`src/rtl/bcd2_pkg.sv`:
```
// Shared types, digit constants and WRAP_AT-to-BCD helper for the two-digit BCD counter.
// Optional build macro BCD2_EDGE_EN is consumed by bcd2_counter, not by this package.
package bcd2_pkg;

    typedef logic [3:0] bcd_digit_t;

    localparam bcd_digit_t BCD_MAX_DIGIT = 4'd9;
    localparam bcd_digit_t BCD_ZERO      = 4'd0;

    // Splits a decimal value (0..99) into packed {tens, units} BCD.
    function automatic logic [7:0] wrap_to_bcd(input int unsigned value);
        bcd_digit_t tens;
        bcd_digit_t units;
        tens  = bcd_digit_t'(value / 10);
        units = bcd_digit_t'(value % 10);
        return {tens, units};
    endfunction

endpackage

```
`src/rtl/bcd2_counter_digit.sv`:
```
// Single decade counter stage: increments on inc, clears on clr, carries out of 9.
// Any nibble at or above 9 is treated as 9, so illegal codes recover to 0 on the next increment.
import bcd2_pkg::*;

module bcd_digit (
    input  logic       clk,
    input  logic       reset,
    input  logic       inc,
    input  logic       clr,
    output bcd_digit_t digit,
    output logic       carry_out
);

    bcd_digit_t digit_reg;
    bcd_digit_t digit_next;

    always_comb begin
        digit_next = digit_reg;
        if (clr) begin
            digit_next = BCD_ZERO;
        end else if (inc) begin
            digit_next = (digit_reg >= BCD_MAX_DIGIT) ? BCD_ZERO : digit_reg + 4'd1;
        end
    end

    always_ff @(posedge clk) begin
        if (reset) begin
            digit_reg <= BCD_ZERO;
        end else begin
            digit_reg <= digit_next;
        end
    end

    assign digit     = digit_reg;
    assign carry_out = inc && (digit_reg >= BCD_MAX_DIGIT);

endmodule

```
`src/rtl/bcd2_counter.sv`:
```
// Two-digit packed-BCD up-counter (00..WRAP_AT, then 00) advancing on qualified x activity.
// Define BCD2_EDGE_EN to count rising edges of x instead of cycles with x high.
import bcd2_pkg::*;

module bcd2_counter #(
    parameter int WRAP_AT = 99
) (
    input  logic       clk,
    input  logic       reset,
    input  logic       x,
    output logic [7:0] bcd2_out
);

    localparam logic [7:0] WRAP_BCD = wrap_to_bcd(WRAP_AT);

    logic       count_event;
    logic       wrap_clr;
    logic [2:0] carry_chain;
    bcd_digit_t digit_val [2];

`ifdef BCD2_EDGE_EN
    logic x_prev_reg;

    always_ff @(posedge clk) begin
        if (reset) begin
            x_prev_reg <= 1'b0;
        end else begin
            x_prev_reg <= x;
        end
    end

    assign count_event = x && !x_prev_reg;
`else
    assign count_event = x;
`endif

    assign carry_chain[0] = count_event;

    // A carry out of the tens digit only happens from 99 or an illegal tens code; treat it as a wrap.
    assign wrap_clr = (count_event && (bcd2_out == WRAP_BCD)) || carry_chain[2];

    generate
        for (genvar gi = 0; gi < 2; gi++) begin : g_digit
            bcd_digit u_digit (
                .clk       (clk),
                .reset     (reset),
                .inc       (carry_chain[gi]),
                .clr       (wrap_clr),
                .digit     (digit_val[gi]),
                .carry_out (carry_chain[gi+1])
            );
        end
    endgenerate

    assign bcd2_out = {digit_val[1], digit_val[0]};

endmodule

```
`config.mk`:
```
export PLATFORM = sky130hd
export DESIGN_NAME = bcd2_counter
export DESIGN_NICKNAME = d
export VERILOG_FILES = /design/src/rtl/bcd2_pkg.sv /design/src/rtl/bcd2_counter_digit.sv /design/src/rtl/bcd2_counter.sv
export SDC_FILE = /design/constraint.sdc
export NUM_CORES = 1
export LEC_CHECK = 0
export CAP_MARGIN = 20
export CORE_AREA = 5 5 42 44
export CTS_CLUSTER_DIAMETER = 100
export DETAILED_ROUTE_END_ITERATION = 7
export DIE_AREA = 0 0 47 49
export PLACE_DENSITY_LB_ADDON = 0.2
export SYNTH_ARGS = -nofsm -noshare
export SYNTH_HDL_FRONTEND = slang
export SYNTH_SLANG_ARGS = --single-unit
```
`constraint.sdc`:
```
create_clock -name clk -period 1.5 [get_ports clk]
set_input_delay 0.3 -clock clk [delete_from_list [all_inputs] [get_ports clk]]
set_output_delay 0.3 -clock clk [all_outputs]
set_load 0.03 [all_outputs]
```
* After elaboration in Yosys (flattened, before gate mapping)
Cells that the tools add are included.
Operators by class: eq/ne operators 1, $lt $le $gt $ge 2, add/sub/neg operators 2, reductions and logical operators 5, multiplexer cells 2
Operators with widths (number):
- adder 4 x 1 -> 4 bit, second input constant | 2
- equality test 8 bit, second input constant | 1
- >= comparator 4 bit, second input constant | 2
- 2-to-1 mux 4 bit | 2
- logical AND 1 bit | 3
- OR reduction 2 bit | 1
- logical OR 1 bit | 1
Storage, ports and cells: output and inout port bits 8, input port bits 3, register bits 8

* Logic depth before layout (Yosys ltp)
Gate-level depths: netlist of the first run.
depth after elaboration 5, depth in mapped cells 6, depth with buffers taken out 6

* Modules after synthesis
Synthesis of the first run repeated with hierarchy kept, for this count alone.
Second synthesis, totals: cells, all modules 52, area total of the unflattened synthesis 469.2 um2
By module, submodules not included:
- bcd_digit | area each 219.0 um2, cells an instance 24, times used 2, sequential area each 80.1 um2
- bcd2_counter | area each 31.3 um2, cells an instance 4, times used 1, sequential area each 0.0 um2

* Worst setup path before layout of the first run
No wires, ideal clock.
path kind register to register, from register g_digit[0].u_digit.digit_reg[0], to register g_digit[0].u_digit.digit_reg[0], setup time 0.121 ns, arrival time 1.497 ns, stages on the path, launching flop included 7, setup slack -0.118 ns, data required time 1.379 ns, path buffers 0, cell sequence dfxtp_1 > inv_1 > ha_1 > or3b_4 > nand3_2 > o21ai_4 > nor2_1
Between the ends: cells in the longest elaborated chain, start to end 5, elaborated cells between the ends (all ways) 9, classes of those cells add/sub: 1; order compare: 1; eq/ne: 1; mux: 1; reduce/logical: 5
RTL lines:
- start: declaration | RTL line bcd2_counter_digit.sv:14 | bcd_digit_t digit_reg;
- start signal: assignment | RTL line bcd2_counter_digit.sv:30 | digit_reg <= digit_next;
- >= comparator 4 bit | RTL line bcd2_counter_digit.sv:22, bcd2_counter_digit.sv:35
- logical AND 1 bit (2 in a row) | RTL line bcd2_counter_digit.sv:35 | assign carry_out = inc && (digit_reg >= BCD_MAX_DIGIT);
- logical OR 1 bit | RTL line bcd2_counter.sv:40 | assign wrap_clr = (count_event && (bcd2_out == WRAP_BCD)) || carry_chain[2];
- OR reduction 2 bit (no source line)
Several ways; a longest one is shown, not always the timed one. A chain may end at the register's enable or synchronous reset.

* Worst setup path in the final report of the first run
from register g_digit[0].u_digit.digit_reg[0], to register g_digit[1].u_digit.digit_reg[3]
Between the ends: cells in the longest elaborated chain, start to end 5, elaborated cells between the ends (all ways) 7, classes of those cells order compare: 1; eq/ne: 1; reduce/logical: 5
RTL lines (RTL line):
- >= comparator 4 bit | bcd2_counter_digit.sv:35
- logical AND 1 bit (2 in a row) | bcd2_counter_digit.sv:35
- logical OR 1 bit | bcd2_counter.sv:40
- OR reduction 2 bit (no source line)
- end signal: assignment | bcd2_counter_digit.sv:30
- end: declaration | bcd2_counter_digit.sv:14
Several ways; a longest one is shown, not always the timed one.

==> results of run 1 <==
## cell families (layout without fill, tap and decap cells)
logic type      count (synthesis)  after routing
compound gates                  7              7
simple gates                   25             25
fa+ha+maj                       6              6
xor+xnor                        4              4
flops                           8              8
buf+inv                         5             22
## metrics by stage
| stage | cells | worst slack, ns |
|---|---|---|
| 2_1_floorplan | 55 | 0.0259 |
| 3_3_place_gp | 85 | -0.0137 |
| 3_5_place_dp | 85 | 0.00594 |
| 4_1_cts | 88 | 0.0241 |
| 5_1_grt | 88 | -0.00833 |
| 6_report | 88 | 0.0968 |
## routing by layer
layer	up-vias	GRT usage, %	share of wire [%]
li1	219	-	-
met1	190	14.7	45
met2	10	14.0	47
met3	4	3.32	4.8
met4	0	6.91	2.5
met5	-	0	0
## worst reg2reg max path, stage by stage, from the launching register on
cell and delay (ns):
dfxtp_4 0.37, inv_1 0.06, ha_1 0.20, or3b_4 0.25, nand3_4 0.09, o21ai_4 0.23, nor2_1 0.08
## layout make-up
type	instances	area (um2)	area share [%]
clock buffer	3	22.5	3.24
inverter	4	15.0	2.16
multi-input combinational	42	342	49.2
sequential	8	168	24.1
timing repair buffer	15	128	18.4
tap	16	20.0	2.88
## power groups by stage
stage	combinational [mW]	sequential (mW)	clock [mW]
after floorplan	0.0371	0.235	0
after global placement	0.0665	0.228	0
after detailed placement	0.0661	0.228	0
after CTS	0.0636	0.223	0.180
after global routing	0.0768	0.223	0.189
final	0.0691	0.221	0.171
## Yosys cell counts, drive strengths merged, types with 2 or more instances
library cell | n | share of area [%]
a21oi | 4 | 7.7
dfxtp | 8 | 32
ha | 6 | 15
inv | 4 | 3.0
nand2 | 5 | 3.7
nand2b | 2 | 2.5
nand3 | 3 | 4.0
nor2 | 8 | 6.0
nor3b | 2 | 3.0
o21ai | 2 | 5.0
xnor2 | 2 | 3.5
xor2 | 2 | 3.5
## what timing repair did
item / CTS / global route
pin swaps: 0 / 2
endpoints found under the setup margin: 8 / 7
gates resized for setup: 8 / 6
## worst max path at each step
| stage | depth (start not counted) | from | end |
|---|---|---|---|
| after floorplan | 6 | g_digit[0].u_digit.digit[0] | g_digit[0].u_digit.digit[0] |
| after global placement | 5 | x | g_digit[1].u_digit.digit[2] |
| after detailed placement | 5 | x | g_digit[1].u_digit.digit[2] |
| after CTS | 6 | g_digit[0].u_digit.digit[0] | g_digit[1].u_digit.digit[0] |
| after global routing | 6 | g_digit[0].u_digit.digit[0] | g_digit[1].u_digit.digit[0] |
| final | 6 | g_digit[0].u_digit.digit[0] | g_digit[1].u_digit.digit[3] |
## cells in the final DEF (no fill, tap or decap)
cell type and instances:
a41oi_1 1, a21oi_4 1, a21oi_1 1, nor2b_1 1, dlygate4sd2_1 8, dfxtp_4 2, o21ai_2 1, nor2_1 8
a21oi_2 2, nand2b_1 2, clkdlybuf4s50_1 2, xnor2_1 2, nor3b_2 2, ha_1 5, o21ai_4 1, clkbuf_4 3
nand3_4 1, or3b_4 1, ha_2 1, nand4_1 1, inv_1 4, nand2_1 5, dfxtp_1 6, nand3_1 2
xor2_1 2, and3_1 1, and4bb_2 1, buf_4 5
==> metrics.txt, run 1 <==
r2r setup slk=0.1 ns; Post-Route Utilization=49.6%; synthesis-to-layout area growth=38.4%; crit-path max FO=6; Worst Reg-to-Reg Cells=6; Comb pwr share=15.0%; XOR/XNOR share of the synthesized area=6.98%; WHS Path Cells=2; layout cell share with drive strength beyond 1=29.2%; port bufs=10; Synth Area in Simple Gates=27.7%; initial antenna violation count=0; final-layout fill cell count=148; Clock Path Buffers=2; Net Sw Frac=26.3%; CP Data Arrival Time=1.54 ns; Yosys cell types=23; postcts setup bufs=0; core box area=1400 um2; Sequential Power Share=48.0%; Cells after Synth=55; Overflow after GRT=0; largest family of logic cells by synthesized area=simple AND/OR/NAND/NOR gates; Largest register FFs=8; Worst setup SP type=flop; gpl congestion=0.771; Clk pwr share=37.0%; final WL=1020 um; DRC=0; die width=47 um; die height=49 um; pin count of the biggest net entering global routing=7; placed inst area=657 um2; hold path endpoint=g_digit[0].u_digit.digit[1]; Crit Reg-Reg Startpoint=g_digit[0].u_digit.digit[0]; boundary pin count=11; area of the mapped netlist=502 um2; unrepaired setup endpoints after global routing=yes; Max Clock Skew=0.00618 ns; nature of the critical path endpoint=flop; number of enable flip-flop cells after synthesis=0; die area=2300 um2; Post-DRT Antenna Nets=0; Int Pwr=0.340 mW; post-synthesis sequential area ratio=31.9%; Fin. Hold Viols=0; hold-fix buffers at CTS=0; Synth Net Count=64; clock-pin slew on the worst setup and hold paths=0.06 ns; Yosys reg bits=8; DP HPWL=778 um; fraction of registers with async set/reset=0%; pwr/cell area=664 nW/um2; Final setup viols=0; Tcrit/Tclk final=93.5%; sw power=0.121 mW; H-Tree Depth=1; syn avg cell area=9.12 um2; post-synthesis compound-gate area fraction=14.5%; via count=423; status=complete, no violations; first-pass GRT wire length=1790 um; Hold Crit Class=flop to flop; ant diodes=0; worst skew pair latency=0.26 ns; adder-cell share of the synthesized area=15.0%; P_leak=0.300 nW; Critical R2R Capture=g_digit[1].u_digit.digit[3]; Max Cap Viol=0; router iterations before antenna repair=4; CP Cell Sequence=inv_1, ha_1, or3b_4, nand3_4, o21ai_4, nor2_1; synth warn=0; via density per instance=4.81; drt wl/cell=11.6 um; critical path's largest stage delay=0.37 ns; Initial Util=35.8%; CP max-delay cell=dfxtp_4; Worst Path Required=1.64 ns; total power=0.461 mW; Sink Count=8; Worst IR Drop VDD=359 uV; CP delay by family, top=simple AND/OR/NAND/NOR gates; worst rel slew slack=79.8%; fmax=713 MHz; CTS Root Cell=clkbuf_4; post-synthesis mux area share=0%; Hold Slack=0.527 ns; GR Util All Layers=10.8%; Final TNS setup=0 ns; number of global-route vias before repair=415; max-slew violation count=0; critical setup path kind=flop to flop; final instance area=694 um2; Synth Flop Type=dfxtp_1; Worst Path Buf+Inv=1; Placement Rows=14; crit path time final=1.40 ns; CTS tree=yes; number of CTS-inserted buffers=3; min-delay src=g_digit[0].u_digit.digit[1]; Final nets=83; Slew @ Worst Pin=0.304 ns; Iteration-0 DRC Markers=4
No activity file was read; power rests on OpenSTA's default activity.
==> inputs of run 2 (changes only) <==
--- a/config.mk
+++ b/config.mk
@@ -6,11 +6,13 @@
 export NUM_CORES = 1
 export LEC_CHECK = 0
 export CAP_MARGIN = 20
-export CORE_AREA = 5 5 42 44
+export CORE_AREA = 2 2 39 41
+export CTS_BUF_LIST = sky130_fd_sc_hd__clkbuf_4
 export CTS_CLUSTER_DIAMETER = 100
 export DETAILED_ROUTE_END_ITERATION = 7
-export DIE_AREA = 0 0 47 49
+export DIE_AREA = 0 0 41 43
 export PLACE_DENSITY_LB_ADDON = 0.2
+export SETUP_SLACK_MARGIN = 0.2
 export SYNTH_ARGS = -nofsm -noshare
 export SYNTH_HDL_FRONTEND = slang
 export SYNTH_SLANG_ARGS = --single-unit
==> metrics.txt, run 2 (synthesis gave the netlist of run 1 again) <==
Worst Reg-to-Reg Cells=7; CTS Root Cell=clkbuf_4; Critical R2R Capture=g_digit[1].u_digit.digit[1]; port bufs=10; Sink Count=8; clock-pin slew on the worst setup and hold paths=0.06 ns; layout cell share with drive strength beyond 1=54.7%; nature of the critical path endpoint=flop; number of global-route vias before repair=387; die width=41 um; unrepaired setup endpoints after global routing=yes; core box area=1380 um2; final WL=1040 um; drt wl/cell=11.5 um; CP Data Arrival Time=1.57 ns; pin count of the biggest net entering global routing=7; number of CTS-inserted buffers=3; Crit Reg-Reg Startpoint=g_digit[0].u_digit.digit[1]; DP HPWL=764 um; Worst setup SP type=flop; P_leak=0.297 nW; Final setup viols=0; worst skew pair latency=0.26 ns; initial antenna violation count=0; ant diodes=0; Max Cap Viol=0; Slew @ Worst Pin=0.296 ns; Iteration-0 DRC Markers=2; Initial Util=36.3%; boundary pin count=11; via count=440; Final nets=85; synthesis-to-layout area growth=49.9%; Post-DRT Antenna Nets=0; r2r setup slk=0.12 ns; die height=43 um; router iterations before antenna repair=4; crit-path max FO=4; H-Tree Depth=1; final worst setup slack=0.115 ns; status=complete, no violations; WHS Path Cells=2; GR Util All Layers=16.2%; crit path time final=1.38 ns; Hold Crit Class=flop to flop; commonest cells after routing, fill and taps aside=nor2_1, buf_4, ha_1, clkbuf_4; Overflow after GRT=0; hold path endpoint=g_digit[1].u_digit.digit[1]; Fin. Hold Viols=0; Clock Path Buffers=2; gpl congestion=0.721; Placement Rows=14; first-pass GRT wire length=1820 um; Tcrit/Tclk final=92.3%; pwr/cell area=679 nW/um2; final-layout fill cell count=145; die area=1760 um2; worst rel slew slack=80.4%; max-slew violation count=0; Max Clock Skew=0.00726 ns; most common cell after layout, fill and taps aside=nor2_1; Worst IR Drop VDD=458 uV; Worst Path Required=1.69 ns; fmax=722 MHz; Largest register FFs=8; critical setup path kind=flop to flop; placed cell count=84; CTS tree=yes; worst slack, placed=-0.0311 ns; via density per instance=4.84; Final Non-Filler Cells=91; DRC=0; min-delay src=g_digit[1].u_digit.digit[1]
-- run 2: changes by cell type in the layout (fill, tap and decap cells not counted), moves of 2 or more --
| cell | before | now |
|---|---|---|
| buf_2 | 0 | 2 |
| dfxtp_1 | 6 | 3 |
| buf_4 | 5 | 7 |
| clkbuf_2 | 0 | 3 |
| dfxtp_2 | 0 | 2 |
| nand2_2 | 0 | 2 |
| ha_4 | 0 | 2 |
| dlygate4sd2_1 | 8 | 1 |
| inv_1 | 4 | 2 |
| nand2_1 | 5 | 2 |
-- run 2: how the worst max path moves through the flow --
| stage | start | endpoint | slack (ns) |
|---|---|---|---|
| finish | g_digit[0].u_digit.digit[1] | g_digit[1].u_digit.digit[1] | 0.12 |
| global placement | x | g_digit[1].u_digit.digit[2] | -0.04 |
| global route | g_digit[0].u_digit.digit[1] | g_digit[1].u_digit.digit[1] | 0.05 |
| floorplan | g_digit[0].u_digit.digit[1] | g_digit[0].u_digit.digit[1] | 0.15 |
| detailed placement | x | g_digit[1].u_digit.digit[0] | -0.03 |
| CTS | g_digit[1].u_digit.digit[0] | bcd2_out[4] | 0.11 |
-- run 2: layout make-up --
type / count / area [um2] / area share [%]
Multi-Input combinational cell: 42 / 382 / 50.7
Sequential cell: 8 / 174 / 23.1
Timing Repair Buffer: 17 / 129 / 17.1
Clock buffer: 4 / 30.0 / 3.99
Tap cell: 16 / 20.0 / 2.66
Inverter: 4 / 17.5 / 2.33
-- run 2: timing repair --
action                                  in CTS  in global routing
endpoints found under the setup margin      15                 15
hold buffers                                 0                  0
pin swaps                                    3                  1
resized for setup                           20                 11
buffers inserted                             3                  0
-- run 2: report_power, final --
group / switching [mW] / internal, mW
Clock: 0.0821 / 0.120
Combinational: 0.0437 / 0.0443
Sequential: 0.00588 / 0.214
Total: 0.132 / 0.379
-- run 2: per-layer routing --
| layer | vias to the layer above | GRT usage, % | share of wire, % |
|---|---|---|---|
| li1 | 225 | - | - |
| met4 | 0 | 12.0 | 3.6 |
| met5 | - | 0 | 0 |
| met2 | 12 | 19.1 | 44 |
| met3 | 4 | 8.38 | 4.9 |
| met1 | 199 | 21.2 | 48 |
-- run 2: metrics by stage --
step / TNS [ns] / power, mW / hold slack, ns / util, % / cell area, um2
global route: 0 / 0.551 / 0.523 / 54.3 / 752
global placement: -0.168 / 0.304 / 0.486 / 49.8 / 689
detailed placement: -0.171 / 0.304 / 0.483 / 49.8 / 689
CTS: 0 / 0.524 / 0.504 / 55.7 / 771
floorplan: 0 / 0.281 / 0.471 / - / 547
finish: 0 / 0.511 / 0.503 / 54.3 / 752
-- run 2: critical path, stage by stage, from the launching register on --
cell and delay, ns:
dfxtp_4 0.37, inv_4 0.05, ha_4 0.15, or3b_4 0.39
nand3_4 0.09, buf_6 0.11, nand2_2 0.04, a21oi_2 0.10
